File: src/rtl/fwd_track_unit.sv
// Forwarding and load-use hazard unit. It keeps a private DEPTH-stage record
// of in-flight register writes and derives forward selects and stalls from it.
module fwd_track_unit #(
    parameter  int NUM_PORTS = 2,
    parameter  int DEPTH     = 3,
    parameter  int AW        = 5,
    parameter  int LOAD_LAT  = 2,
    parameter  int CNT_W     = 16,
    localparam int SELW      = $clog2(DEPTH + 1)
) (
    input  logic                      clk,
    input  logic                      rst,
    input  logic                      issue_valid,
    input  logic                      issue_regwrite,
    input  logic                      issue_is_load,
    input  logic [AW-1:0]             issue_rd,
    input  logic [NUM_PORTS*AW-1:0]   rs_addr,
    input  logic [NUM_PORTS-1:0]      rs_used,
    input  logic                      hold,
    input  logic                      flush,
    output logic [NUM_PORTS*SELW-1:0] fwd_sel,
    output logic                      stall_out,
    output logic [15:0]               stall_count,
    output logic [SELW-1:0]           inflight
);

    function automatic logic [SELW-1:0] popcount_f(input logic [DEPTH:1] v);
        logic [SELW-1:0] c;
        c = {SELW{1'b0}};
        for (int i = 1; i <= DEPTH; i++) begin
            c = c + SELW'(v[i]);
        end
        return c;
    endfunction

    logic [DEPTH:1]  st_valid_r;
    logic [DEPTH:1]  st_wr_r;
    logic [DEPTH:1]  st_ld_r;
    logic [AW-1:0]   st_rd_r [1:DEPTH];

    logic [DEPTH:1]  nxt_valid_s;
    logic [DEPTH:1]  nxt_wr_s;
    logic [DEPTH:1]  nxt_ld_s;
    logic [AW-1:0]   nxt_rd_s [1:DEPTH];

    logic            accept_s;
    logic            stall_s;
    logic [SELW-1:0] port_sel_s [NUM_PORTS];
    logic            port_ld_s  [NUM_PORTS];
    logic [NUM_PORTS*SELW-1:0] fwd_sel_s;

    logic [CNT_W-1:0] stall_count_r;
    logic [SELW-1:0]  inflight_r;

    // Priority search per port: scanning from oldest to youngest lets the youngest writer win.
    always_comb begin
        fwd_sel_s = {(NUM_PORTS*SELW){1'b0}};
        stall_s   = 1'b0;
        for (int p = 0; p < NUM_PORTS; p++) begin
            port_sel_s[p] = {SELW{1'b0}};
            port_ld_s[p]  = 1'b0;
            for (int k = DEPTH; k >= 1; k--) begin
                logic hit;
                hit = st_valid_r[k] & st_wr_r[k] & rs_used[p]
                    & (st_rd_r[k] == rs_addr[p*AW +: AW])
                    & (rs_addr[p*AW +: AW] != {AW{1'b0}});
                port_sel_s[p] = hit ? SELW'(k) : port_sel_s[p];
                port_ld_s[p]  = hit ? st_ld_r[k] : port_ld_s[p];
            end
            fwd_sel_s[p*SELW +: SELW] = port_sel_s[p];
            // A load is usable only once it reaches LOAD_LAT; anything younger must wait.
            if (port_ld_s[p] && (port_sel_s[p] != {SELW{1'b0}}) &&
                (int'(port_sel_s[p]) < LOAD_LAT)) begin
                stall_s = 1'b1;
            end else begin
                stall_s = stall_s;
            end
        end
    end

    // Next contents of the record pipeline.
    always_comb begin
        accept_s    = issue_valid & ~stall_s & ~flush;
        nxt_valid_s = st_valid_r;
        nxt_wr_s    = st_wr_r;
        nxt_ld_s    = st_ld_r;
        for (int k = 1; k <= DEPTH; k++) begin
            nxt_rd_s[k] = st_rd_r[k];
        end
        if (hold) begin
            nxt_valid_s = st_valid_r;
        end else begin
            nxt_valid_s[1] = accept_s;
            nxt_wr_s[1]    = issue_regwrite;
            nxt_ld_s[1]    = issue_is_load;
            nxt_rd_s[1]    = issue_rd;
            for (int k = 2; k <= DEPTH; k++) begin
                nxt_valid_s[k] = st_valid_r[k-1];
                nxt_wr_s[k]    = st_wr_r[k-1];
                nxt_ld_s[k]    = st_ld_r[k-1];
                nxt_rd_s[k]    = st_rd_r[k-1];
            end
        end
    end

    // Record pipeline, in-flight count and saturating stall counter.
    always_ff @(posedge clk) begin
        if (rst) begin
            st_valid_r    <= {DEPTH{1'b0}};
            st_wr_r       <= {DEPTH{1'b0}};
            st_ld_r       <= {DEPTH{1'b0}};
            for (int k = 1; k <= DEPTH; k++) begin
                st_rd_r[k] <= {AW{1'b0}};
            end
            stall_count_r <= {CNT_W{1'b0}};
            inflight_r    <= {SELW{1'b0}};
        end else begin
            st_valid_r <= nxt_valid_s;
            st_wr_r    <= nxt_wr_s;
            st_ld_r    <= nxt_ld_s;
            for (int k = 1; k <= DEPTH; k++) begin
                st_rd_r[k] <= nxt_rd_s[k];
            end
            inflight_r <= popcount_f(nxt_valid_s & nxt_wr_s);
            if (!hold && stall_s && issue_valid && (stall_count_r != {CNT_W{1'b1}})) begin
                stall_count_r <= stall_count_r + CNT_W'(1'b1);
            end else begin
                stall_count_r <= stall_count_r;
            end
        end
    end

    assign fwd_sel     = fwd_sel_s;
    assign stall_out   = stall_s;
    assign stall_count = 16'(stall_count_r);
    assign inflight    = inflight_r;

endmodule

File: config.mk
export PLATFORM = sky130hd
export DESIGN_NAME = fwd_track_unit
export DESIGN_NICKNAME = d
export VERILOG_FILES = /design/src/rtl/fwd_track_unit.sv
export SDC_FILE = /design/constraint.sdc
export NUM_CORES = 1
export LEC_CHECK = 0
export ABC_CLOCK_PERIOD_IN_PS = 2100
export BUFFER_PORTS_ARGS = -buffer_cell sky130_fd_sc_hd__clkbuf_2
export CORE_MARGIN = 3
export CORE_UTILIZATION = 30
export CTS_BUF_LIST = sky130_fd_sc_hd__clkbuf_2
export CTS_CLUSTER_DIAMETER = 50
export DETAILED_ROUTE_END_ITERATION = 6
export GPL_TIMING_DRIVEN = 1
export SYNTH_ARGS = -nofsm -noshare
export SYNTH_HDL_FRONTEND = slang
export SYNTH_SLANG_ARGS = --single-unit
File: constraint.sdc
create_clock -name clk -period 2.1 [get_ports clk]
set_input_delay 0.21 -clock clk [delete_from_list [all_inputs] [get_ports clk]]
set_output_delay 0.21 -clock clk [all_outputs]
set_load 0.01 [all_outputs]
==> results of run 1 <==
[layout by cell type (no fill, tap or decap), types with 2 or more instances in the layout]
| master | count |
|---|---|
| clkbuf_2 | 48 |
| buf_4 | 43 |
| nor2_1 | 32 |
| dfxtp_1 | 25 |
| mux2i_1 | 22 |
| xnor2_1 | 17 |
| nand2_1 | 13 |
| buf_6 | 13 |
| nand4_1 | 12 |
| dfxtp_2 | 10 |
| nand3_1 | 9 |
| xnor2_2 | 7 |
| a21oi_2 | 7 |
| or4_4 | 6 |
| xor2_1 | 6 |
| nor2b_1 | 6 |
| or4_1 | 5 |
| o21ai_1 | 5 |
| dfxtp_4 | 5 |
| o21ai_0 | 4 |
| or3_1 | 4 |
| o21ai_4 | 3 |
| nand2b_1 | 3 |
| and4_1 | 3 |
| and2_1 | 3 |
| nor4_4 | 2 |
| o21ai_2 | 2 |
| nand2_2 | 2 |
| inv_1 | 2 |
| o31ai_2 | 2 |
| buf_2 | 2 |
[metrics by stage]
stage | setup TNS [ns] | total power, µW | utilization, % | setup WS (ns) | hold WS (ns)
after detailed placement | -0.695 | 1010 | 40.2 | -0.170 | 0.450
after floorplan | -0.0729 | 910 | - | -0.0729 | 0.354
after CTS | -0.708 | 1380 | 44.2 | -0.209 | 0.00700
after global routing | -2.19 | 1450 | 46.6 | -0.300 | 0.0158
final | -0.818 | 1380 | 46.6 | -0.197 | 0.0351
after global placement | -0.184 | 1000 | 40.2 | -0.0945 | 0.444
[worst max-delay path by stage]
stage / from / to / slack, ns / depth (start not counted)
floorplan: st_rd_r[0][5]$_SDFFE_PP0N_ / inflight[0]$_SDFF_PP0_ / -0.07 / 8
global placement: rs_addr[0] / inflight[0]$_SDFF_PP0_ / -0.09 / 9
detailed placement: rs_addr[2] / inflight[0]$_SDFF_PP0_ / -0.17 / 9
CTS: st_rd_r[0][6]$_SDFFE_PP0N_ / stall_out / -0.21 / 7
global route: st_rd_r[0][6]$_SDFFE_PP0N_ / stall_out / -0.30 / 7
finish: st_rd_r[0][6]$_SDFFE_PP0N_ / inflight[0]$_SDFF_PP0_ / -0.20 / 9
[worst max-delay path: stages (launching register included)]
cell and delay, ns:
dfxtp_4 0.43, xnor2_2 0.11, nand4_1 0.17, or4_4 0.56, nand2_2 0.08, and2_4 0.14, buf_4 0.10, o22ai_2 0.05
fa_2 0.51, nor2b_1 0.11
[per-layer routing]
layer	vias to the layer above	part of all wire [%]	wire length [µm]	global-route usage (%)
met5	-	0	0	0
met4	0	1.5	91	3.39
met1	997	43	2650	17.0
met3	7	4.0	243	2.95
li1	1074	-	-	-
met2	51	51	3110	26.1
[report_power, final]
part	leakage, µW	internal, µW	switching, µW	total (µW)
combinational	0.00100	118	108	226
sequential	0.000332	774	18.8	793
clock	0.0000292	89.1	275	364
[logic make-up after synthesis]
group	count (synthesis)	synth area share, %
compound gates	27	8.07
xor+xnor	32	12.7
fa+ha+maj	2	1.48
buf+inv	13	3.12
flops	40	36.4
mux	25	11.7
simple gates	106	26.5
[repair_timing]
item / in CTS / in global routing
hold endpoints to repair: 1 / 0
cloned: 1 / 0
resized for setup: 31 / 37
hold buffers: 1 / 0
setup endpoints to repair: 13 / 19
buffers inserted: 21 / 4
pin swaps: 19 / 22
[flip-flops by register name, summed over array words and instances (netlist names)]
register and count:
inflight 2, st_valid_r 3, st_rd_r 15, st_wr_r 3, stall_count 16, st_ld_r 1
[cell type report]
class                           count  area [µm²]  share of cell area [%]
Clock buffer                        6        30.0                   0.928
Clock inverter                      2        16.3                   0.503
Inverter                            2        7.51                   0.232
Multi-Input combinational cell    193        1530                    47.3
Sequential cell                    40         832                    25.7
Tap cell                           96         120                    3.71
Timing Repair Buffer              101         699                    21.6
==> results.md, run 1 <==
* Outcome: complete, but fails checks
* Failing checks: setup timing
* Startpoint types: flip-flop
* Initial antenna violation count at 0
* Initial DRC Count at 57
* P&R area growth vs syn at 46.9%
* Row count at 30
* Worst Hold Class: primary input to flip-flop
* Vias post-DR at between 2,000 and 2,500
* First-pass GRT wire length at 9.80 mm
* Syn_area_per_cell at 8.99 µm²
* Initial Util at 31.7%
* Area leader, netlist: dfxtp_1
* Share of cells above drive strength 1 at 48.0%
* Final cell count without fillers at 440
* Cells after DPL at between 400 and 500
* Final setup vio count at 8
* Fin area at 3240 µm²
* Nets at around 370
* Sink Count at 40
* Root Driver: clkbuf_2
* Placed wire-length estimate at 4.30 mm
* Top cells by area, synth: dfxtp_1 36%, mux2i_1 10%, xnor2_1 9.5%
* CP required at 2.46 ns
* Remaining DRCs at 0
* Worst Hold Depth at 3
* Worst Max-Slew Pin Slew at approximately 0.6 ns
* Sequential share of the synthesized area at 36.4%
* Clk_skew at 0.0207 ns
* Clock transition at path regs at 0.23 ns
* Final-report hold violation count at 0
* Fillers at between 600 and 700
* CTS tree: done
* Most frequent cell after synthesis: dfxtp_1
* Vias in the first global route at 2,093
* CP Capture Type: flip-flop
* Setup WS post-layout at -0.197 ns
* Final wirelength at 6.10 mm
* Final worst path period share at 109%
* Synth Cell Area at 2200 µm²
* Max_slew headroom at 58.9%
* Total Die Area at approximately 8400 µm²
* Total GRT Usage at 14.3%
* Maximum VDD drop at 0.349 mV
* Htree depth at 2
* # IOs at 47
* Clock latency on the worst-skew pair at roughly 0.4 ns
* DR pass1 iterations at 4
* Wire per inst at roughly 14 µm
* Pin count of the biggest net entering global routing at 29
* FF-to-FF Start: st_rd_r[0][6]$_SDFFE_PP0N_
* Die width at 91.7 µm
* Reg2reg end: inflight[0]$_SDFF_PP0_
* Worst r2r path cells at 9
* Fin. max-slew vios at 0
* Mapped Nets at 271
* Die Y at 91.7 µm
* EDFF count, synth at 0
* Post-synth top cells: 40 x dfxtp_1, 32 x nor2_1, 24 x xnor2_1, 22 x mux2i_1, 15 x nand2_1
* Synth warn at 0
* Unrepaired setup endpoints after global routing: true
* Post-synthesis cell count at between 200 and 250
* Area after DPL at 2790 µm²
* Drt via density at 4.84
* Fmax at around 440 MHz
* Crit Path Class: flip-flop to flip-flop
* Post-DRT Antenna Nets at 0
* Worst R2R Setup Slack at -0.20 ns
* Total grt overflow at 0
* Hold_sp: issue_rd[3]
* Synth top area share at 36.4%
* Arr. time, crit path at roughly 2.7 ns
* Main flop type after synthesis: dfxtp_1
* Diodes inserted at 0
* RePlAce Congestion at ~0.84
* Area of the core at 6940 µm²
* IO Port Bufs at between 40 and 50
* Power Dens Cells at 428 nW/µm²
* Ys async rst share at 0%
* Max clock buf depth at 2
* CTS buffer count at 5
* Post-route minimum period at approximately 2.3 ns
* Netlist cell types at 39
* Critical path fanouts, max at 3
* #FFs+latches synth at 40
* Hold path endpoint: st_rd_r[0][8]$_SDFFE_PP0N_
* P_leak at 0.00136 µW
* Max cap viols at 0
No activity file was read; power rests on OpenSTA's default activity.
==> inputs of run 2 (changes only) <==
ABC_AREA = 1   (was default)
ABC_CLOCK_PERIOD_IN_PS = default   (was 2100)
==> results.md, run 2 <==
* Top cells by area, synth: dfxtp_1 35%, nand2_1 10%, nor2_1 9.3%
* Htree depth at 2
* DR pass1 iterations at 4
* Simple-gate share of the synthesized area at 33.8%
* Drt via density at 4.65
* Initial Util at roughly a third
* Clock latency on the worst-skew pair at 0.40 ns
* Vias in the first global route at 2,144
* Worst-path cell chain: nand2_1, a21oi_1, nand2_1, nor2_2, nand2_2, nand2_4, nand2_1, a22oi_2, nor2_1, fa_1, inv_1, nor2_1
* Critical Path Most Common Cell: nand2_1
* Clock transition at path regs at around 0.19 ns
* Pin count of the biggest net entering global routing at 24
* Setup_tns at 0 ns
* Most frequent cells in the layout: 63 x nand2_1, 56 x nor2_1, 52 x clkbuf_2, 37 x inv_1, 35 x dfxtp_1
* Adder-Cell Fraction of Synth Area at 1.41%
* Seq pwr share at 60.0%
* Maximum VDD drop at between 0.2 and 0.25 mV
* First-pass GRT wire length at 9.87 mm
* Final wirelength at 5.90 mm
* Max cap viols at 0
* Post-synth top cells: 63 x nand2_1, 57 x nor2_1, 40 x dfxtp_1, 38 x inv_1, 27 x o21ai_0
* Area occupied by multi-input gates at 1320 µm²
* Internal power at 960 µW
* CP Capture Type: flip-flop
* Wire per inst at 11.9 µm
* Fillers at slightly below 800
* Main flop type after synthesis: dfxtp_1
* Die width at a little over 90 µm
* Sink Count at 40
* Startpoint types: flip-flop
* Setup WS post-layout at 0.0757 ns
* Row count at 31
* Worst Hold Class: primary input to flip-flop
* Fmax at a little under 500 MHz
* Total power at 1360 µW
* Total Die Area at about 9000 µm²
* P_leak at 0.00122 µW
* Synth top area share at 34.8%
* Total GRT Usage at 14.1%
* Synth warn at 0
* #FFs+latches synth at 40
* Most frequent cell after synthesis: nand2_1
* Net Sw Frac at 29.6%
* Sequential share of the synthesized area at 34.8%
* Nets at 421
* Crit path largest cell delay at approximately 0.53 ns
* Max reg flops at 16
* Die Y at 93.6 µm
* Fin. max-slew vios at 0
* Place WS at about 0.058 ns
* CP required at 2.45 ns
* Post-DRT Antenna Nets at 0
* Final setup vio count at 0
* Critical path fanouts, max at 3
* Max_slew headroom at 75.1%
* Mux share of post-synthesis cell area at less than 1%
* Unrepaired setup endpoints after global routing: true
* IO Port Bufs at 46
* EDFF count, synth at 0
* Most common cell after layout, fill and taps aside: nand2_1
* Area of the core at ~7300 µm²
* Critical path's slowest cell: fa_1
* Total grt overflow at 0
* Remaining DRCs at 0
* Sequential cell area at 807 µm²
* Power Dens Cells at 496 nW/µm²
* Area leader, netlist: dfxtp_1
* P&R area growth vs syn at 19.5%
* Root Driver: clkbuf_2
* Ys async rst share at 0%
* Clock power frac at about 24%
* Outcome: finished clean
* Logic pwr share at 15.6%
* Share of cells above drive strength 1 at around 24%
* Syn_area_per_cell at between 6 and 7 µm²
* Largest family of logic cells by synthesized area: simple AND/OR/NAND/NOR gates
* Placed wire-length estimate at approximately 4.6 mm
* Hold WS at around 0.042 ns
* CTS tree: done
* RePlAce Congestion at approximately 0.85
* Vias post-DR at 2,304
* Clk_skew at ~0.027 ns
* Worst Max-Slew Pin Slew at ~0.37 ns
* Final-report hold violation count at 0
* Synth Area in Compound Gates at 14.5%
* Synth Cell Area at 2300 µm²
* Netlist cell types at 38
* # IOs at 47
* Fin area at 2750 µm²
* Initial antenna violation count at 0
* CTS buffer count at 5
* Mapped Nets at 369
* Crit Path Class: flip-flop to flip-flop
* Diodes inserted at 0
* Switching power total at slightly above 400 µW
* Initial DRC Count at 94
* Post-route minimum period at 2.02 ns
* Arr. time, crit path at 2.38 ns
* Final worst path period share at 96.4%
* Post-cts hold buffer count at 0
* XOR/XNOR share of the synthesized area at 6.09%
* Post-synthesis cell count at 343
* Area after DPL at approximately 2700 µm²
* Max clock buf depth at 2
run 2: changes by cell type in the layout (fill, tap and decap cells not counted), moves of 8 or more:
cell     change
a21oi_1     +22
buf_6       -13
mux2i_1     -21
nand2_1     +50
nor2_2       +8
buf_4       -35
nand4_1      -9
xnor2_1      -9
inv_1       +35
nor2_1      +24
o21ai_0     +23
dfxtp_1     +10
run 2: worst paths after layout:
| kind | start | endpoint | slack (ns) | cells after the start |
|---|---|---|---|---|
| hold / removal | issue_rd[0] | st_rd_r[0][5]$_SDFFE_PP0N_ | 0.04 | 3 |
| hold reg to reg | stall_count[7]$_SDFFE_PP0P_ | stall_count[7]$_SDFFE_PP0P_ | 0.52 | 2 |
| setup / recovery | st_valid_r[1]$_SDFF_PP0_ | inflight[0]$_SDFF_PP0_ | 0.08 | 12 |
| setup reg to reg | st_valid_r[1]$_SDFF_PP0_ | inflight[0]$_SDFF_PP0_ | 0.08 | 12 |
run 2: metrics by stage:
stage | utilization, % | std cells
4_1_cts | 36.9 | 494
5_1_grt | 37.5 | 495
3_5_place_dp | 36.4 | 486
6_report | 37.5 | 495
2_1_floorplan | - | 343
3_3_place_gp | 36.4 | 486
run 2: per-layer routing:
layer / global-route usage, % / part of all wire (%) / vias up / wire length, µm
met5: 0 / 0 / - / 0
met4: 5.05 / 1.7 / 0 / 100
met3: 3.46 / 6.1 / 12 / 359
met2: 23.5 / 47 / 55 / 2780
met1: 17.5 / 45 / 1035 / 2660
li1: - / - / 1202 / -
run 2: layout make-up:
cell class              instances  area share, %
repair buffers                 54           10.6
clock inverters                 2          0.410
flip-flops and latches         40           29.4
multi-input cells             250           48.1
well taps                      99           4.51
clock buffers                   6           1.09
inverters                      44           6.01
run 2: power by group through the flow:
stage	Combinational, µW	Clock, µW	Sequential (µW)
6_report	213	332	819
5_1_grt	242	389	824
4_1_cts	209	350	817
3_5_place_dp	208	0	833
3_3_place_gp	209	0	832
2_1_floorplan	136	0	826
run 2: timing repair:
action                     in CTS  in global routing
gates resized for setup         0                 13
setup endpoints to repair       0                 10
buffers inserted                0                  1
run 2: cells by family after synthesis:
kind of cell / Yosys count
XOR/XNOR: 16
AO/OA/AOI/OAI: 61
adder cells (fa/ha/maj): 2
buffers and inverters: 53
multiplexers: 1
AND/OR/NAND/NOR: 170
flip-flops: 40
run 2: critical path: cells and delay by family, from the launching register on:
family / cells / cell delay [ns]
and+or+nand+nor: 8 / 0.72
AOI/OAI and AO/OA: 2 / 0.30
DFF: 1 / 0.40
buffers and inverters: 1 / 0.04
adders and majority gates: 1 / 0.53
